==> config.mk <==
export PLATFORM = sky130hd
export DESIGN_NAME = id_ex_pipe_buf
export DESIGN_NICKNAME = d
export VERILOG_FILES = /design/src/rtl/id_ex_pipe_buf.sv
export SDC_FILE = /design/constraint.sdc
export NUM_CORES = 1
export LEC_CHECK = 0
export ABC_AREA = 0
export BUFFER_PORTS_ARGS = -buffer_cell sky130_fd_sc_hd__buf_2
export CAP_MARGIN = 0
export CORE_ASPECT_RATIO = 1.2
export CORE_UTILIZATION = 40
export CTS_CLUSTER_SIZE = 12
export DETAILED_ROUTE_END_ITERATION = 7
export GPL_ROUTABILITY_DRIVEN = 0
export MAX_ROUTING_LAYER = met4
export PLACE_DENSITY = 0.67
export SETUP_SLACK_MARGIN = 0.05
export SLEW_MARGIN = 20
export SYNTH_ARGS = -nofsm -noshare
export SYNTH_HDL_FRONTEND = slang
export SYNTH_SLANG_ARGS = --single-unit
==> constraint.sdc <==
create_clock -name clk -period 36.7 [get_ports clk]
set_input_delay 0 -clock clk [delete_from_list [all_inputs] [get_ports clk]]
set_output_delay 0 -clock clk [all_outputs]
set_load 0.05 [all_outputs]
==> src/rtl/id_ex_pipe_buf.sv <==
// ID->EX pipeline buffer: DEPTH-entry FIFO with valid/ready on both sides,
// load-use hazard detection over int/float register files, flush, hold and a bubble payload.
module id_ex_pipe_buf #(
    parameter int                   PAYLOAD_W = 160,
    parameter int                   DEPTH     = 2,
    parameter int                   REG_AW    = 5,
    parameter logic [PAYLOAD_W-1:0] BUBBLE    = '0,
    parameter int                   CNT_W     = 16
) (
    input  logic                         clk,
    input  logic                         rst,
    input  logic                         in_valid,
    output logic                         in_ready,
    input  logic [PAYLOAD_W-1:0]         in_payload,
    input  logic [REG_AW-1:0]            in_rs1,
    input  logic [REG_AW-1:0]            in_rs2,
    input  logic                         in_use_rs1,
    input  logic                         in_use_rs2,
    input  logic                         in_rs1_f,
    input  logic                         in_rs2_f,
    input  logic                         ex_memread,
    input  logic [REG_AW-1:0]            ex_rd,
    input  logic                         ex_rd_f,
    input  logic                         flush,
    input  logic                         hold,
    output logic                         out_valid,
    input  logic                         out_ready,
    output logic [PAYLOAD_W-1:0]         out_payload,
    output logic [$clog2(DEPTH+1)-1:0]   occupancy,
    output logic                         hazard_stall,
    output logic [CNT_W-1:0]             bubble_cnt
);

    localparam int PTR_W = $clog2(DEPTH);
    localparam int OCC_W = $clog2(DEPTH+1);

    logic [PAYLOAD_W-1:0] mem [DEPTH];
    logic [PTR_W-1:0]     wr_ptr;
    logic [PTR_W-1:0]     rd_ptr;
    logic                 enq;
    logic                 deq;
    logic                 rs1_hit;
    logic                 rs2_hit;
    logic                 ex_is_x0;

    function automatic logic [CNT_W-1:0] sat_inc(input logic [CNT_W-1:0] v);
        return (&v) ? v : v + CNT_W'(1);
    endfunction

    // Integer x0 is hardwired to zero so a load into it never creates a dependency; f0 is a real register.
    assign ex_is_x0 = (ex_rd == '0) && !ex_rd_f;
    assign rs1_hit  = in_use_rs1 && (in_rs1 == ex_rd) && (in_rs1_f == ex_rd_f);
    assign rs2_hit  = in_use_rs2 && (in_rs2 == ex_rd) && (in_rs2_f == ex_rd_f);

    assign hazard_stall = rst && in_valid && ex_memread && (rs1_hit || rs2_hit) && !ex_is_x0;

    // in_ready looks only at the registered count, so a full buffer never accepts even when EX pops.
    assign in_ready    = rst && !flush && !hold && !hazard_stall && (occupancy < OCC_W'(DEPTH));
    assign out_valid   = rst && (occupancy != '0) && !hold;
    assign out_payload = out_valid ? mem[rd_ptr] : BUBBLE;

    assign enq = in_valid && in_ready;
    assign deq = out_valid && out_ready && !flush;

    always_ff @(posedge clk) begin
        if (enq) begin
            mem[wr_ptr] <= in_payload;
        end
    end

    always_ff @(posedge clk or negedge rst) begin
        if (!rst) begin
            wr_ptr     <= '0;
            rd_ptr     <= '0;
            occupancy  <= '0;
            bubble_cnt <= '0;
        end else if (flush) begin
            wr_ptr    <= '0;
            rd_ptr    <= '0;
            occupancy <= '0;
        end else if (!hold) begin
            if (enq) begin
                wr_ptr <= wr_ptr + PTR_W'(1);
            end
            if (deq) begin
                rd_ptr <= rd_ptr + PTR_W'(1);
            end
            case ({enq, deq})
                2'b10:   occupancy <= occupancy + OCC_W'(1);
                2'b01:   occupancy <= occupancy - OCC_W'(1);
                default: occupancy <= occupancy;
            endcase
            if (hazard_stall) begin
                bubble_cnt <= sat_inc(bubble_cnt);
            end
        end
    end

endmodule
### After elaboration in Yosys (flattened, before gate mapping)

Memory sizes are Yosys's and may differ from the RTL's.
Cells that the tools add are included.

* add/subtract/negate cells: 5
* $lt $le $gt $ge: 1
* eq/ne operators: 7
* muxes and demuxes: 12
* bitwise logic cells: 3
* reductions and logical operators: 34

Operator list (number)
* 160-bit two-way mux: 1
* 1-bit logical AND: 18
* 16-bit by 1-bit adder with 16-bit output, second input constant: 1
* 16-bit AND reduction: 1
* 5-bit == test: 2
* 1-bit two-way mux: 8
* 2-bit AND reduction: 3
* 2-bit nonzero test: 3
* 1-bit logical NOT: 5
* 5-bit logical NOT: 1
* 2-bit two-way mux: 2
* 2-bit case mux with 2 select lines: 1
* 4-bit AND reduction: 1
* 1-bit NOT: 3
* 3-bit nonzero test: 1
* 1-bit adder, second input constant: 2
* 2-bit by 1-bit adder with 2-bit output, second input constant: 1
* 1-bit == test: 2
* 2-bit by 1-bit == test with 1-bit output, second input constant: 1
* 2-bit == test, second input constant: 1
* 2-bit < comparator, second input constant: 1
* 2-bit inequality test, second input constant: 1
* 2-bit by 1-bit subtractor with 2-bit output, second input constant: 1
* 1-bit logical OR: 1

* register bits after elaboration: 20
* RAM bits: 320
* input port bits: 187
* output and inout bits: 181
* logic and storage cells: 67
* memories: 1

Memories
* mem: words 2, width 160, read ports 1, clocked after memory_dff 0, write ports 1, RTL line 37 `logic [PAYLOAD_W-1:0] mem [DEPTH];`

### Depth between registers and ports, before layout

* depth in word-level cells: 14
* depth in mapped cells: 7
* gate-level depth less buffers: 6

### Least setup slack after synthesis

Ideal clock, no wire load.

* path kind: reg-to-reg
* start point: register occupancy[1]
* end point: memory mem[0][0], enable pin
* setup time: 0.875 ns
* arrival: 11.913 ns
* required time: 35.825 ns
* slack: 23.912 ns
* stages on the path, launching flop included: 4
* buffers on the path: 0
* period minus slack after synthesis: 12.788 ns
* cell sequence: dfrtp_1 -> nor4b_4 -> nand3_1 -> nor3_1

* cells in the longest elaborated chain, start to end: 5

RTL lines
* start, declared: RTL line 29 `output logic [$clog2(DEPTH+1)-1:0] occupancy,`
* start signal, assigned: RTL line 89 `2'b10: occupancy <= occupancy + OCC_W'(1);`
* start signal, assigned: RTL line 90 `2'b01: occupancy <= occupancy - OCC_W'(1);`
* start signal, assigned: RTL line 91 `default: occupancy <= occupancy;`
* 2-bit < comparator: RTL line 58 `assign in_ready = rst && !flush && !hold && !hazard_stall && (occupancy < OCC_W'(DEPTH));`
* 1-bit logical AND: RTL line 58
* 1-bit logical AND: RTL line 62 `assign enq = in_valid && in_ready;`
* 1-bit two-way mux: RTL line 66 `if (enq) begin`
* 1-bit two-way mux (implied by the code): RTL line 67 `mem[wr_ptr] <= in_payload;`
* end, declared: RTL line 37

No other way between the ends.

### Worst setup path in the final report

* start point: register occupancy[0]
* end point: output out_payload[119]

* cells in the longest elaborated chain, start to end: 4

RTL lines
* 2-bit nonzero test: RTL line 59 `assign out_valid = rst && (occupancy != '0) && !hold;`
* 1-bit logical AND (2 in a row): RTL line 59
* 160-bit two-way mux: RTL line 60 `assign out_payload = out_valid ? mem[rd_ptr] : BUBBLE;`
* end, declared: RTL line 28 `output logic [PAYLOAD_W-1:0] out_payload,`

No other way between the ends.

==> results.json <==
{
  "finalClockSkew_ns": 0.00755,
  "synthMostInstantiatedCell": "edfxtp_1",
  "synth_top_area_share": 0.721,
  "die_x_um": 169,
  "path_class": "reg -> out",
  "routed_wl_um": 31100,
  "synthArstFlopShare": 0.0588,
  "cp.arrival_ns": 3.47,
  "crit_required_ns": 36.70,
  "switching_power_mw": 0.164,
  "cp-start-kind": "flip-flop",
  "overflow": 0,
  "start_util": 0.410,
  "clk_pin_slew_ns": 0.06,
  "worstHoldPathType": "in -> reg",
  "synth.area.top_cells": "edfxtp_1, mux2i_1, nor2_1",
  "dp_hpwl_um": 18600,
  "post-route-util": 0.565,
  "r2r_end": "mem[0][44]",
  "synth-seq-cells": 340,
  "die_area_um2": 34000,
  "p_comb_frac": 0.060,
  "routedWlPerCell_um": 17.2,
  "ir_worst_vdd_mv": 0.0395,
  "tightest_slew_ns": 1.25,
  "fin_crit_ns": 3.47,
  "port_buffers": 367,
  "tns_ns": 0,
  "reg2reg_slack_ns": 34.06,
  "p_int_mw": 0.655,
  "rr_startpoint": "occupancy[1]",
  "switching_share": 0.200,
  "synth_ff_type": "edfxtp_1",
  "fin_crit_sh": 0.0946,
  "hold_viol_final": 0,
  "dr.first_iter.drc_count": 483,
  "synth-edff-count": 320,
  "via_per_inst": 4.82,
  "core_um2": 32500,
  "place_inst": 1580,
  "dieHeight_um": 202,
  "drc": 0,
  "grt_pass1_wl_um": 47100,
  "grt_setup_unrepaired": "false",
  "seq_area_frac_synth": 0.759,
  "numClockSinks": 340,
  "grt_antenna_before_repair": 0,
  "reg2reg_depth": 4,
  "clockRootBuffer": "clkbuf_16",
  "crit_end": "out_payload[119]",
  "crit_start": "occupancy[0]",
  "max_stage_delay_ns": 0.72,
  "synth_cell_types": 39,
  "cts_hold_buf": 167,
  "cts_setup_buffers": 0,
  "p_clk_frac": 0.418,
  "fin_area_um2": 18400,
  "grt_pass1_vias": 9024,
  "ios": 368,
  "synth_area_leader_cell": "edfxtp_1",
  "finalNonFillerCells": 1805,
  "ys_warn_count": 0,
  "seqPwrFrac": 0.523,
  "hold_ws_ns": 0.100,
  "nNetsFinal": 1529,
  "postSynthCellCount": 802,
  "path_cells": "o21ai_4 -> buf_4 -> buf_4 -> nor2_1 -> buf_2",
  "ant_nets": 0,
  "vias": 8697,
  "dr.pass1.iters": 4,
  "pwr_density_cell_nw_per_um2": 44.6,
  "yosys-top-cells-count": "edfxtp_1, nor2_1, mux2i_1",
  "cap_viol_max_count": 0,
  "cp_common_cell": "buf_4",
  "clk_path_buf_depth": 3,
  "cts_tree": "done",
  "track_usage": 0.185,
  "endpoint_kind": "output pin",
  "syn_to_final_growth_pct": 38.0,
  "grt_max_degree": 161,
  "layout-drive-gt1-share": 0.321,
  "cts_made_buffers": 36,
  "drv_slew": 0,
  "cts_max_level": 2,
  "relSlewSlack": 0.166,
  "syn_nets": 990,
  "timing.fmax_ghz": 0.288,
  "rows": 72,
  "ctsResizeCount": 0,
  "leakagePower_nw": 6.98,
  "place_area_um2": 15600,
  "clk_latency_ns": 0.51,
  "status": "finished, final reports clean",
  "synth.avg_cell_area_um2": 16.6,
  "crit_fanout": 74,
  "synth_area_um2": 13300,
  "setup_violations": 0,
  "slowest_stage": "buf_4"
}
## cell type report
cell class	count	area [µm²]
inverter	3	11.3
tap	444	556
sequential	340	10100
timing repair buffer	540	3580
fill	2569	14100
antenna	1	2.50
clock buffer	48	998
multi-input combinational	420	3020
clock inverter	9	98.8
## sequential cells by signal (all words and copies together), names as in the netlist
register    count
wr_ptr          1
mem           320
bubble_cnt     16
occupancy       2
rd_ptr          1
## worst min-delay path by stage
stage | from | to | depth (start not counted)
after global routing | in_use_rs2 | bubble_cnt[3] | 5
after detailed placement | rst | occupancy[0] | 1
final | in_use_rs2 | bubble_cnt[3] | 5
after floorplan | rst | bubble_cnt[0] | 0
after global placement | rst | bubble_cnt[15] | 1
after CTS | in_use_rs2 | bubble_cnt[3] | 5
## layout by cell type (no fill, tap or decap), types with 3 or more instances in the layout
| cell type | count |
|---|---|
| inv_1 | 3 |
| nor2b_1 | 3 |
| nand3_2 | 3 |
| buf_2 | 367 |
| nor2_1 | 164 |
| and3_1 | 8 |
| clkbuf_16 | 38 |
| nand3_1 | 12 |
| dfrtp_1 | 19 |
| nand2_1 | 3 |
| clkbuf_1 | 9 |
| edfxtp_1 | 320 |
| dlygate4sd3_1 | 167 |
| mux2i_1 | 161 |
| buf_4 | 4 |
| xnor2_1 | 27 |
| nand4_1 | 9 |
| a211oi_1 | 3 |
| clkinv_1 | 3 |
## kinds of logic (layout without fill, tap and decap cells)
kind of cell | after synthesis | count (layout) | synth area share
AO/OA/AOI/OAI | 10 | 10 | 0.00733
XOR/XNOR | 28 | 28 | 0.0184
adder cells (fa/ha/maj) | 1 | 1 | 0.000939
buffers and inverters | 42 | 600 | 0.0158
flip-flops | 340 | 340 | 0.759
multiplexers | 162 | 162 | 0.122
other | 0 | 1 | 0
AND/OR/NAND/NOR | 219 | 219 | 0.0764
## routing by layer
metal,routed length [µm],share of wire,GRT usage
met1,12300,0.40,0.211
met2,16000,0.52,0.324
met3,1900,0.061,0.0354
met4,779,0.025,0.0594
met5,0,0,-
## power groups by stage
stage / Combinational [mW] / Clock (mW) / Sequential, mW
6_report: 0.0488 / 0.342 / 0.428
3_3_place_gp: 0.0332 / 0 / 0.436
4_1_cts: 0.0487 / 0.351 / 0.428
2_1_floorplan: 0.0166 / 0 / 0.437
5_1_grt: 0.0520 / 0.366 / 0.428
3_5_place_dp: 0.0342 / 0 / 0.436
## metrics by stage
step / setup slack (ns) / power, mW
floorplan: 23.91 / 0.454
CTS: 33.18 / 0.828
finish: 33.23 / 0.819
global route: 33.03 / 0.846
detailed placement: 33.74 / 0.470
global placement: 33.79 / 0.469
## worst max-delay path, delay by kind of cell (launching register included)
kind,cells,cell delay (ns)
simple gates,1,0.14
buf+inv,3,1.66
compound gates,1,0.57
flops,1,0.46
(Power assumes the default switching activity.)
